--- src/rtl/ship_controller.sv ---
// Player ship controller: turns tilt samples into a once-per-frame clamped x position,
// and a debounced fire button into a cooldown-limited one-cycle fire strobe.
module ship_controller #(
  parameter int X_MIN           = 0,
  parameter int X_MAX           = 572,
  parameter int X_INIT          = 286,
  parameter int DEADZONE        = 16,
  parameter int TILT_SHIFT      = 4,
  parameter int MAX_SPEED       = 8,
  parameter int STALE_FRAMES    = 8,
  parameter int DEBOUNCE_CYCLES = 250000,
  parameter int COOLDOWN_FRAMES = 15
) (
  input  logic        clk,
  input  logic        rst,
  input  logic        frame,
  input  logic        tilt_valid,
  input  logic [15:0] tilt_x,
  input  logic        fire_n,
  output logic [15:0] ship_x,
  output logic        fire,
  output logic        cooldown_active,
  output logic [1:0]  state_dbg
);

  localparam int SW   = $clog2(STALE_FRAMES + 1);
  localparam int CW   = $clog2(COOLDOWN_FRAMES + 1);
  localparam int DB_W = $clog2(DEBOUNCE_CYCLES + 1);

  localparam logic [SW-1:0]     STALE_V = SW'(STALE_FRAMES);
  localparam logic [CW-1:0]     COOL_V  = CW'(COOLDOWN_FRAMES);
  localparam logic [DB_W-1:0]   DB_LAST = DB_W'(DEBOUNCE_CYCLES - 1);
  localparam logic [16:0]       DZ_V    = 17'(DEADZONE);
  localparam logic [16:0]       MS_V    = 17'(MAX_SPEED);
  localparam logic signed [17:0] XMIN_S = 18'(X_MIN);
  localparam logic signed [17:0] XMAX_S = 18'(X_MAX);

  // Handshake: tilt_valid and frame are single-cycle strobes with no back-pressure;
  // every strobe is consumed in the cycle it is high (frame is ignored outside IDLE).

  typedef enum logic [1:0] {IDLE, CALC, APPLY} state_t;

  state_t            state_q, state_d;
  logic [15:0]       tilt_q, tilt_d;
  logic [SW-1:0]     stale_q, stale_d;
  logic [17:0]       vel_q, vel_d;
  logic [15:0]       ship_x_q, ship_x_d;
  logic              sync1_q, sync2_q;
  logic              btn_q, btn_d;
  logic [DB_W-1:0]   db_cnt_q, db_cnt_d;
  logic [CW-1:0]     cooldown_q, cooldown_d;
  logic              fire_q, fire_d;
  logic              cd_act_q, cd_act_d;

  logic [15:0]       tilt_eff;
  logic [SW-1:0]     stale_eff;
  logic [16:0]       ext, mag, above, shifted, sat;
  logic [17:0]       vel_calc;
  logic signed [17:0] sum_s;
  logic              press;

  // A sample arriving during CALC is bypassed straight into the velocity math.
  always_comb begin
    tilt_eff  = tilt_valid ? tilt_x : tilt_q;
    stale_eff = tilt_valid ? '0 : stale_q;
    ext       = {tilt_eff[15], tilt_eff};
    mag       = tilt_eff[15] ? (~ext + 17'd1) : ext;
    above     = mag - DZ_V;
    shifted   = above >> TILT_SHIFT;
    sat       = (shifted > MS_V) ? MS_V : shifted;
    if (mag <= DZ_V || stale_eff == STALE_V) begin
      vel_calc = '0;
    end else begin
      vel_calc = tilt_eff[15] ? (~{1'b0, sat} + 18'd1) : {1'b0, sat};
    end
    sum_s = $signed({2'b00, ship_x_q}) + $signed(vel_q);
  end

  always_comb begin
    tilt_d  = tilt_q;
    stale_d = stale_q;
    if (tilt_valid) begin
      tilt_d  = tilt_x;
      stale_d = '0;
    end else if (frame && stale_q != STALE_V) begin
      stale_d = stale_q + 1'b1;
    end
  end

  always_comb begin
    state_d  = state_q;
    vel_d    = vel_q;
    ship_x_d = ship_x_q;
    case (state_q)
      IDLE: if (frame) state_d = CALC;
      CALC: begin
        vel_d   = vel_calc;
        state_d = APPLY;
      end
      APPLY: begin
        if (sum_s < XMIN_S)      ship_x_d = XMIN_S[15:0];
        else if (sum_s > XMAX_S) ship_x_d = XMAX_S[15:0];
        else                     ship_x_d = sum_s[15:0];
        state_d = IDLE;
      end
      default: state_d = IDLE;
    endcase
  end

  // Debounce counts only while the synced level disagrees with the accepted one.
  always_comb begin
    btn_d    = btn_q;
    db_cnt_d = db_cnt_q;
    press    = 1'b0;
    if (sync2_q == btn_q) begin
      db_cnt_d = '0;
    end else if (db_cnt_q == DB_LAST) begin
      btn_d    = sync2_q;
      db_cnt_d = '0;
      press    = ~sync2_q;
    end else begin
      db_cnt_d = db_cnt_q + 1'b1;
    end
    fire_d     = press && (cooldown_q == '0);
    cooldown_d = cooldown_q;
    if (fire_d)                          cooldown_d = COOL_V;
    else if (frame && cooldown_q != '0)  cooldown_d = cooldown_q - 1'b1;
    cd_act_d = (cooldown_q != '0);
  end

  always_ff @(posedge clk) begin
    if (rst) begin
      state_q    <= IDLE;
      tilt_q     <= '0;
      stale_q    <= STALE_V;
      vel_q      <= '0;
      ship_x_q   <= 16'(X_INIT);
      sync1_q    <= 1'b1;
      sync2_q    <= 1'b1;
      btn_q      <= 1'b1;
      db_cnt_q   <= '0;
      cooldown_q <= '0;
      fire_q     <= 1'b0;
      cd_act_q   <= 1'b0;
    end else begin
      state_q    <= state_d;
      tilt_q     <= tilt_d;
      stale_q    <= stale_d;
      vel_q      <= vel_d;
      ship_x_q   <= ship_x_d;
      sync1_q    <= fire_n;
      sync2_q    <= sync1_q;
      btn_q      <= btn_d;
      db_cnt_q   <= db_cnt_d;
      cooldown_q <= cooldown_d;
      fire_q     <= fire_d;
      cd_act_q   <= cd_act_d;
    end
  end

  assign ship_x          = ship_x_q;
  assign fire            = fire_q;
  assign cooldown_active = cd_act_q;
  assign state_dbg       = state_q;

endmodule
--- config.mk ---
export PLATFORM = sky130hd
export DESIGN_NAME = ship_controller
export DESIGN_NICKNAME = d
export VERILOG_FILES = /design/src/rtl/ship_controller.sv
export SDC_FILE = /design/constraint.sdc
export NUM_CORES = 1
export LEC_CHECK = 0
export BUFFER_PORTS_ARGS = -buffer_cell sky130_fd_sc_hd__buf_2
export CORE_MARGIN = 5
export CORE_UTILIZATION = 35
export CTS_BUF_LIST = sky130_fd_sc_hd__clkbuf_2
export DETAILED_ROUTE_END_ITERATION = 16
export PLACE_DENSITY = 0.49
export SKIP_LAST_GASP = 1
export SYNTH_ARGS = -nofsm -noshare
export SYNTH_HDL_FRONTEND = slang
export SYNTH_SLANG_ARGS = --single-unit
--- constraint.sdc ---
create_clock -name clk -period 3.35 [get_ports clk]
set_input_delay 0 -clock clk [delete_from_list [all_inputs] [get_ports clk]]
set_output_delay 0 -clock clk [all_outputs]
set_load 0.02 [all_outputs]
Word-level counts from Yosys, hierarchy flattened
Index checks and enable logic that the tools add are counted.
Operators by class
  $add $sub $neg: 7
  magnitude comparators: 4
  equal/unequal tests: 7
  mux-type cells: 16
  bitwise operators: 4
  reductions and logical operators: 12
Operator list (number)
  $mux 16: 3
  $add 18x1->18 const B: 2
  $mux 18: 2
  $mux 4: 5
  $add 17x18->18: 1
  $eq 18x18->1 const B: 1
  $gt 18x11->1 const B: 1
  $lt 18x1->1 const B: 1
  $not 13->18: 1
  $add 17x1->17 const B: 1
  $le 17x5->1 const B: 1
  $mux 17: 1
  $not 17->17: 1
  $sub 17x5->17 const B: 1
  $gt 13x4->1 const B: 1
  $mux 13: 1
  $add 4x1->4 const B: 1
  $eq 4x4->1 const B: 1
  $logic_not 4->1: 1
  $ne 4x4->1 const B: 1
  $pmux 2 s2: 1
  $reduce_bool 2->1: 2
  $reduce_bool 4->1: 1
  $sub 4x1->4 const B: 1
  13 further kinds: 17
Storage, ports and cells
  register bits after elaboration: 83

Depth between registers and ports, before layout
Gate-level depths: netlist of the first run.
  depth in word-level cells: 11
  gate-level depth with buffers: 16

Worst setup path after synthesis of the first run
OpenSTA, ideal clock, no wires.
  path kind: register to register
  start point: register tilt_q[3]
  end point: register vel_q[10]
  setup time: 59 ps
  arrival time: 3107 ps
  data required time: 3291 ps
  slack: 184 ps
  cell stages (with the launch flop): 13
  cells stage by stage: dfxtp_1 > nor4_4 > o32ai_4 > xor2_4 > inv_2 > nor3_2 > o311ai_1 > or4b_4 > nor3_1 > nand2_1 > ha_1 > a31oi_1 > a21o_1
On the way
  longest elaborated chain between the ends: 11
Ends and longest elaborated chain
  start: declaration: RTL line 44  | logic [15:0] tilt_q, tilt_d;
  start signal: assignment: RTL line 147  | tilt_q <= tilt_d;
  $mux 16 (*)
  $not 17->17: RTL line 67  | mag = tilt_eff[15] ? (~ext + 17'd1) : ext;
  $add 17x1->17: RTL line 67
  $mux 17 (*): RTL line 67
  $sub 17x5->17: RTL line 68  | above = mag - DZ_V;
  $gt 13x4->1: RTL line 70  | sat = (shifted > MS_V) ? MS_V : shifted;
  $mux 13: RTL line 70
  $not 13->18: RTL line 74  | vel_calc = tilt_eff[15] ? (~{1'b0, sat} + 18'd1) : {1'b0, sat};
  $add 18x1->18: RTL line 74
  $mux 18: RTL line 74
  $mux 18 (*): RTL line 71  | if (mag <= DZ_V || stale_eff == STALE_V) begin
  end signal: assignment: RTL line 149  | vel_q <= vel_d;
  end: declaration: RTL line 46  | logic [17:0] vel_q, vel_d;
Every way passes the cells marked *; elsewhere a longest branch is shown, timed or not.
A chain may end at the register's enable or synchronous reset.

Worst setup path after layout of the first run
  start point: register ship_x_q[12], in the netlist ship_x[12]
  end point: register ship_x_q[8], in the netlist ship_x[8]
On the way
  longest elaborated chain between the ends: 4
Ends and longest elaborated chain
  start: declaration: RTL line 47  | logic [15:0] ship_x_q, ship_x_d;
  start signal: assignment: RTL line 137  | ship_x_q <= 16'(X_INIT);
  start signal: assignment: RTL line 150  | ship_x_q <= ship_x_d;
  $add 17x18->18 (*): RTL line 76  | sum_s = $signed({2'b00, ship_x_q}) + $signed(vel_q);
  $gt 18x11->1: RTL line 102  | else if (sum_s > XMAX_S) ship_x_d = XMAX_S[15:0];
  $mux 16: RTL line 102
  $mux 16 (*): RTL line 101  | if (sum_s < XMIN_S) ship_x_d = XMIN_S[15:0];
Marked as above.

==> results of run 1 <==
## layer usage
layer	wire [um]	vias to the layer above	global-route usage [%]
met5	0	-	0
met1	5870	2078	20.2
li1	-	2248	-
met2	5780	65	25.7
met4	167	0	5.37
met3	402	14	3.57
## power breakdown
part | switching, mW | internal (mW)
Combinational | 0.320 | 0.267
Sequential | 0.0390 | 1.04
Clock | 0.370 | 0.169
Total | 0.729 | 1.48
## logic make-up after synthesis
family	Yosys count	share of synthesized area [%]
simple gates	202	22.3
compound gates	145	21.6
flops	83	33.6
xor+xnor	37	6.94
buf+inv	36	3.22
mux	28	6.15
fa+ha+maj	24	6.23
## worst max-delay path, stage by stage, from the launching register on
cell	delay (ps)
dfxtp_1	380
ha_1	360
and3_1	280
nand3_1	110
a21oi_1	310
a211oi_1	120
or4b_2	630
a211o_1	280
nand4bb_2	300
nor3_1	240
a221o_1	160
## cell usage in the layout (no fill, tap or decap), drive strengths merged, types with 13 or more instances in the layout
master and n:
nand3 13, xor2 18, nor2 62, a21oi 28, dfxtp 83, dlygate4sd3 41, xnor2 19, o21ai 19
ha 23, a21o 23, mux2i 22, inv 19, nand2 34, buf 63
## metrics by stage
| stage | hold slack [ps] | TNS [ps] | total power, mW | util [%] |
|---|---|---|---|---|
| floorplan | 84.2 | 0 | 1.48 | - |
| detailed placement | 186 | 0 | 1.62 | 39.0 |
| global placement | 189 | 0 | 1.61 | 39.0 |
| CTS | 72.7 | 0 | 2.23 | 42.8 |
| global route | 95.0 | -1.62 | 2.36 | 43.6 |
| finish | 152 | 0 | 2.21 | 43.6 |
## final timing paths
| path | from | to | slack [ps] | cells after the start |
|---|---|---|---|---|
| setup / recovery | ship_x[12] | ship_x[8] | 160 | 10 |
| hold / removal | fire_n | sync1_q | 150 | 3 |
| setup reg to reg | ship_x[12] | ship_x[8] | 160 | 10 |
| hold reg to reg | sync1_q | sync2_q | 420 | 1 |
## state kept, by name, summed over array words and instances, names as in the netlist, 2 cells and up
name / count
db_cnt_q: 18
vel_q: 18
ship_x: 16
tilt_q: 16
cooldown_q: 4
stale_q: 4
state_dbg: 2
## area by class of cell
class | count | area, um2 | share of cell area (%)
multi-input combinational | 436 | 3190 | 52.7
clock buffer | 9 | 45.0 | 0.744
timing repair buffer | 104 | 787 | 13.0
inverter | 18 | 67.6 | 1.12
sequential | 83 | 1670 | 27.6
tap | 180 | 225 | 3.72
clock inverter | 6 | 66.3 | 1.09
## what timing repair did
item / CTS / global route
gates resized for setup: 3 / 22
hold buffers: 41 / 0
endpoints found under the setup margin: 1 / 17
hold endpoints to repair: 29 / 0
pin swaps: 0 / 4
buffers inserted: 0 / 5
==> results.sh, run 1 <==
export IMPL_drc_errors=0
export IMPL_num_vias=4405
export IMPL_antenna_left=0
export IMPL_clock_fmax_mhz=314
export IMPL_relSlewSlack_pct=23.2
export IMPL_grt_max_degree=29
export IMPL_yosys_top_cells_count="dfxtp_1, nor2_1, nand2_1, a21oi_1"
export IMPL_vdd_ir_drop_max_mv=0.172
export IMPL_ys_warn_count=0
export IMPL_post_drt_via_cell_ratio=5.27
export IMPL_clock_skew_ps=28.7
export IMPL_gp_congestion=0.837
export IMPL_row_count=43
export IMPL_drive_above_1_share_pct=19.1
export IMPL_clock_latency_ps=590
export IMPL_post_dp_cell_area_um2=5410
export IMPL_wirelength_um=12200
export IMPL_io_buffers=40
export IMPL_maxCapViolCount=0
export IMPL_status="finished clean"
export IMPL_crit_path_max_fanout=6
export IMPL_cts_buffers=9
export IMPL_first_global_vias=4505
export IMPL_required_ps=3900
export IMPL_yosys_most_used_dff="dfxtp_1"
export IMPL_grt_pass1_wl_um=21200
export IMPL_start_kind="flop"
export IMPL_initial_core_util_pct=35.6
export IMPL_grt_overflow=0
export IMPL_clock_sinks=83
export IMPL_boundaryPins=41
export IMPL_max_clock_path_buffers=2
export IMPL_cts_root_buf="clkbuf_2"
export IMPL_yosysTopAreaCell="dfxtp_1"
export IMPL_yosysSeqAreaShare_pct=33.6
export IMPL_syn_inst=555
export IMPL_syn_area_per_cell_um2=8.90
export IMPL_yosysMostFrequentCell="dfxtp_1"
export IMPL_dpl_cell_count=775
export IMPL_fin_nets=697
export IMPL_tightestPinTransition_ps=1150
export IMPL_fp_dieH_um=129
export IMPL_path_class="reg -> reg"
export IMPL_fin_area_um2=6060
export IMPL_ys_types=77
export IMPL_slew_violations=0
export IMPL_wl_per_cell_um=14.6
export IMPL_hold_violations=0
export IMPL_synth_edff_count=0
export IMPL_cts_max_level=3
export IMPL_synth_seq_cells=83
export IMPL_coreArea_um2=13900
export IMPL_die_w_um=129
export IMPL_synthesis_area_um2=4940
export IMPL_endpoint_kind="flop"
export IMPL_min_path_type="in -> reg"
export IMPL_stdcell_count=836
export IMPL_dr_pass1_iters=4
export IMPL_cts_tree="yes"
export IMPL_drt_iter0_drc=180
export IMPL_fillCellCount=1396
export IMPL_die_area_um2=16600
export IMPL_finalCritPeriodShare_pct=95.1
export IMPL_clk_pin_slew_ps=230
export IMPL_setup_ws_ps=164
export IMPL_n_antenna_cell=0
export IMPL_grtUsageTotal_pct=15.6
export IMPL_dp_slack_ps=81.2
export IMPL_synth_area_leaders="dfxtp_1, ha_1, nor2_1, mux2i_1, a21o_1"
export IMPL_hpwl_um=9000
export IMPL_area_growth_pct=22.6
export IMPL_syn_nets=600
export IMPL_setup_viol=0
export IMPL_antenna_found_initial=0
export IMPL_leakagePower_nw=2.54
export IMPL_synth_top_cell_area_share_pct=33.6
export IMPL_layout_min_cycle_time_ps=3190
export IMPL_p_per_area_nw_per_um2=365
export IMPL_crit_arrival_ps=3730
export IMPL_async_flop_share_pct=0
Power figures use the tool's default switching activity.
==> run 2: changes to the inputs <==
Settings changed: CTS_BUF_LIST sky130_fd_sc_hd__clkbuf_2 to unset.
==> run 2 against run 1 <==
Non-clock buffer count decreased by 35. Final cell count decreased by 4.2%. Critical path depth increased by 4. Wire length decreased by 2.6%. Utilization decreased by 1.3 points. Sequential share of layout area increased by 0.72 points. Flip-flop and latch count unchanged. Worst setup slack improved by 5.6 ps. Clock skew decreased by 20 ps. Count of clock-buffer cells in the layout increased by 1. Sequential power about the same. Via count decreased by 2.7%.
==> results.sh, run 2 (synthesized netlist as in run 1, its figures left out) <==
export IMPL_status="finished clean"
export IMPL_clock_sinks=83
export IMPL_io_buffers=40
export IMPL_cp_common_cell="nand2_1"
export IMPL_path_class="reg -> reg"
export IMPL_grt_pass1_wl_um=20500
export IMPL_final_core_util_pct=42.3
export IMPL_worstPathCellList="nor4_4, buf_4, a221oi_4, mux2i_4, a211o_1, o311ai_1, or4b_4, nor3_4, nand2_1, ha_1, nand2_1, nor2_1, a21oi_1, o31ai_1"
export IMPL_final_cell_mix="dfxtp_1, nor2_1, buf_2"
export IMPL_holdPathEnd="tilt_q[6]"
export IMPL_die_w_um=129
export IMPL_row_count=43
export IMPL_required_ps=3580
export IMPL_rrSetupSlack_ps=170
export IMPL_vdd_ir_drop_max_mv=0.228
export IMPL_leakagePower_nw=2.46
export IMPL_post_drt_via_cell_ratio=5.35
export IMPL_drc_errors=0
export IMPL_dpl_cell_count=775
export IMPL_hpwl_um=9000
export IMPL_boundaryPins=41
export IMPL_cts_tree="yes"
export IMPL_cts_root_buf="clkbuf_16"
export IMPL_crit_path_max_fanout=6
export IMPL_endpoint_kind="flop"
export IMPL_critPathBufInv=1
export IMPL_die_area_um2=16600
export IMPL_path_delay_family="simple AND/OR/NAND/NOR gates"
export IMPL_clock_fmax_mhz=314
export IMPL_relSlewSlack_pct=24.1
export IMPL_finalCritPeriodShare_pct=94.9
export IMPL_n_antenna_cell=0
export IMPL_fin_area_um2=5870
export IMPL_clock_latency_ps=350
export IMPL_mostFrequentLayoutCell="dfxtp_1"
export IMPL_layout_min_cycle_time_ps=3180
export IMPL_p_per_area_nw_per_um2=450
export IMPL_power_mw=2.64
export IMPL_gp_congestion=0.837
export IMPL_clock_skew_ps=8.65
export IMPL_min_path_type="in -> reg"
export IMPL_coreArea_um2=13900
export IMPL_stdcell_count=801
export IMPL_rsz0062_at_grt="yes"
export IMPL_area_growth_pct=18.9
export IMPL_antenna_found_initial=0
export IMPL_r2r_cells=14
export IMPL_post_dp_cell_area_um2=5410
export IMPL_timing_rr_end="vel_q[1]"
export IMPL_grt_max_degree=29
export IMPL_max_clock_path_buffers=2
export IMPL_cts_max_level=3
export IMPL_initial_core_util_pct=35.6
export IMPL_first_global_vias=4319
export IMPL_hp_start="tilt_x[6]"
export IMPL_cp_slowest_cell="or4b_4"
export IMPL_drive_above_1_share_pct=19.2
export IMPL_grtUsageTotal_pct=15.2
export IMPL_maxCapViolCount=0
export IMPL_fin_nets=662
export IMPL_num_vias=4287
export IMPL_rr_startpoint="tilt_q[0]"
export IMPL_slew_violations=0
export IMPL_top_regs="db_cnt_q (18), vel_q (18)"
export IMPL_tightestPinTransition_ps=1130
export IMPL_hold_violations=0
export IMPL_grt_overflow=0
export IMPL_drt_iter0_drc=155
export IMPL_fp_dieH_um=129
export IMPL_dr_pass1_iters=4
export IMPL_clk_pin_slew_ps=60
export IMPL_start_kind="flop"
export IMPL_cts_buffers=9
export IMPL_wl_per_cell_um=14.8
export IMPL_setup_viol=0
export IMPL_holdPathStages=3
export IMPL_critPathMaxStageDelay_ps=590
export IMPL_wirelength_um=11900
export IMPL_antenna_left=0
export IMPL_crit_arrival_ps=3410
## run 2: cell count changes in the layout (fill, tap and decap cells not counted), sizes merged
cell | previous run | this run
dlygate4sd3 | 41 | 8
clkinv | 2 | 1
clkbuf | 9 | 10
buf | 63 | 61
## run 2: worst max-delay path by stage
stage	startpoint	end	slack [ps]	cells past startpoint
after global routing	tilt_q[8]	vel_q[2]	-40	12
final	tilt_q[0]	vel_q[1]	170	14
after floorplan	tilt_q[3]	vel_q[10]	180	12
after detailed placement	tilt_q[2]	vel_q[1]	80	14
after CTS	tilt_q[2]	vel_q[1]	70	14
after global placement	ship_x[0]	ship_x[0]	140	11
## run 2: area by class of cell
type | instances | area [um2]
Fill cell | 1395 | 8010
Multi-Input combinational cell | 436 | 3180
Sequential cell | 83 | 1670
Timing Repair Buffer | 69 | 438
Clock buffer | 10 | 239
Tap cell | 180 | 225
Inverter | 18 | 67.6
Clock inverter | 5 | 62.6
## run 2: worst min-delay path: cells and delay by family
kind / cells / cell delay, ps
multiplexers: 1 / 130
AND/OR/NAND/NOR: 1 / 100
buffers and inverters: 1 / 90
## run 2: what timing repair did
item / CTS / global route
hold buffers: 8 / 0
setup buffers: 0 / 3
endpoints found under the hold margin: 8 / 0
setup endpoints to repair: 0 / 14
gates resized for setup: 0 / 16
## run 2: stage by stage
step	hold slack, ps	worst slack (ps)	setup TNS [ps]
floorplan	84.2	184	0
global placement	189	137	0
detailed placement	186	81.2	0
CTS	5.11	65.4	0
global route	51.4	-36.8	-117
finish	11.2	169	0
## run 2: power breakdown
part | internal, mW | switching (mW)
registers | 1.04 | 0.0393
clock network | 0.597 | 0.417
logic | 0.234 | 0.313
## run 2: metal layers
metal	wire, um	share of wire (%)	GRT usage, %
met1	5640	47	19.7
met5	0	0	0
met2	5500	46	24.5
met3	527	4.4	3.90
met4	224	1.9	5.68
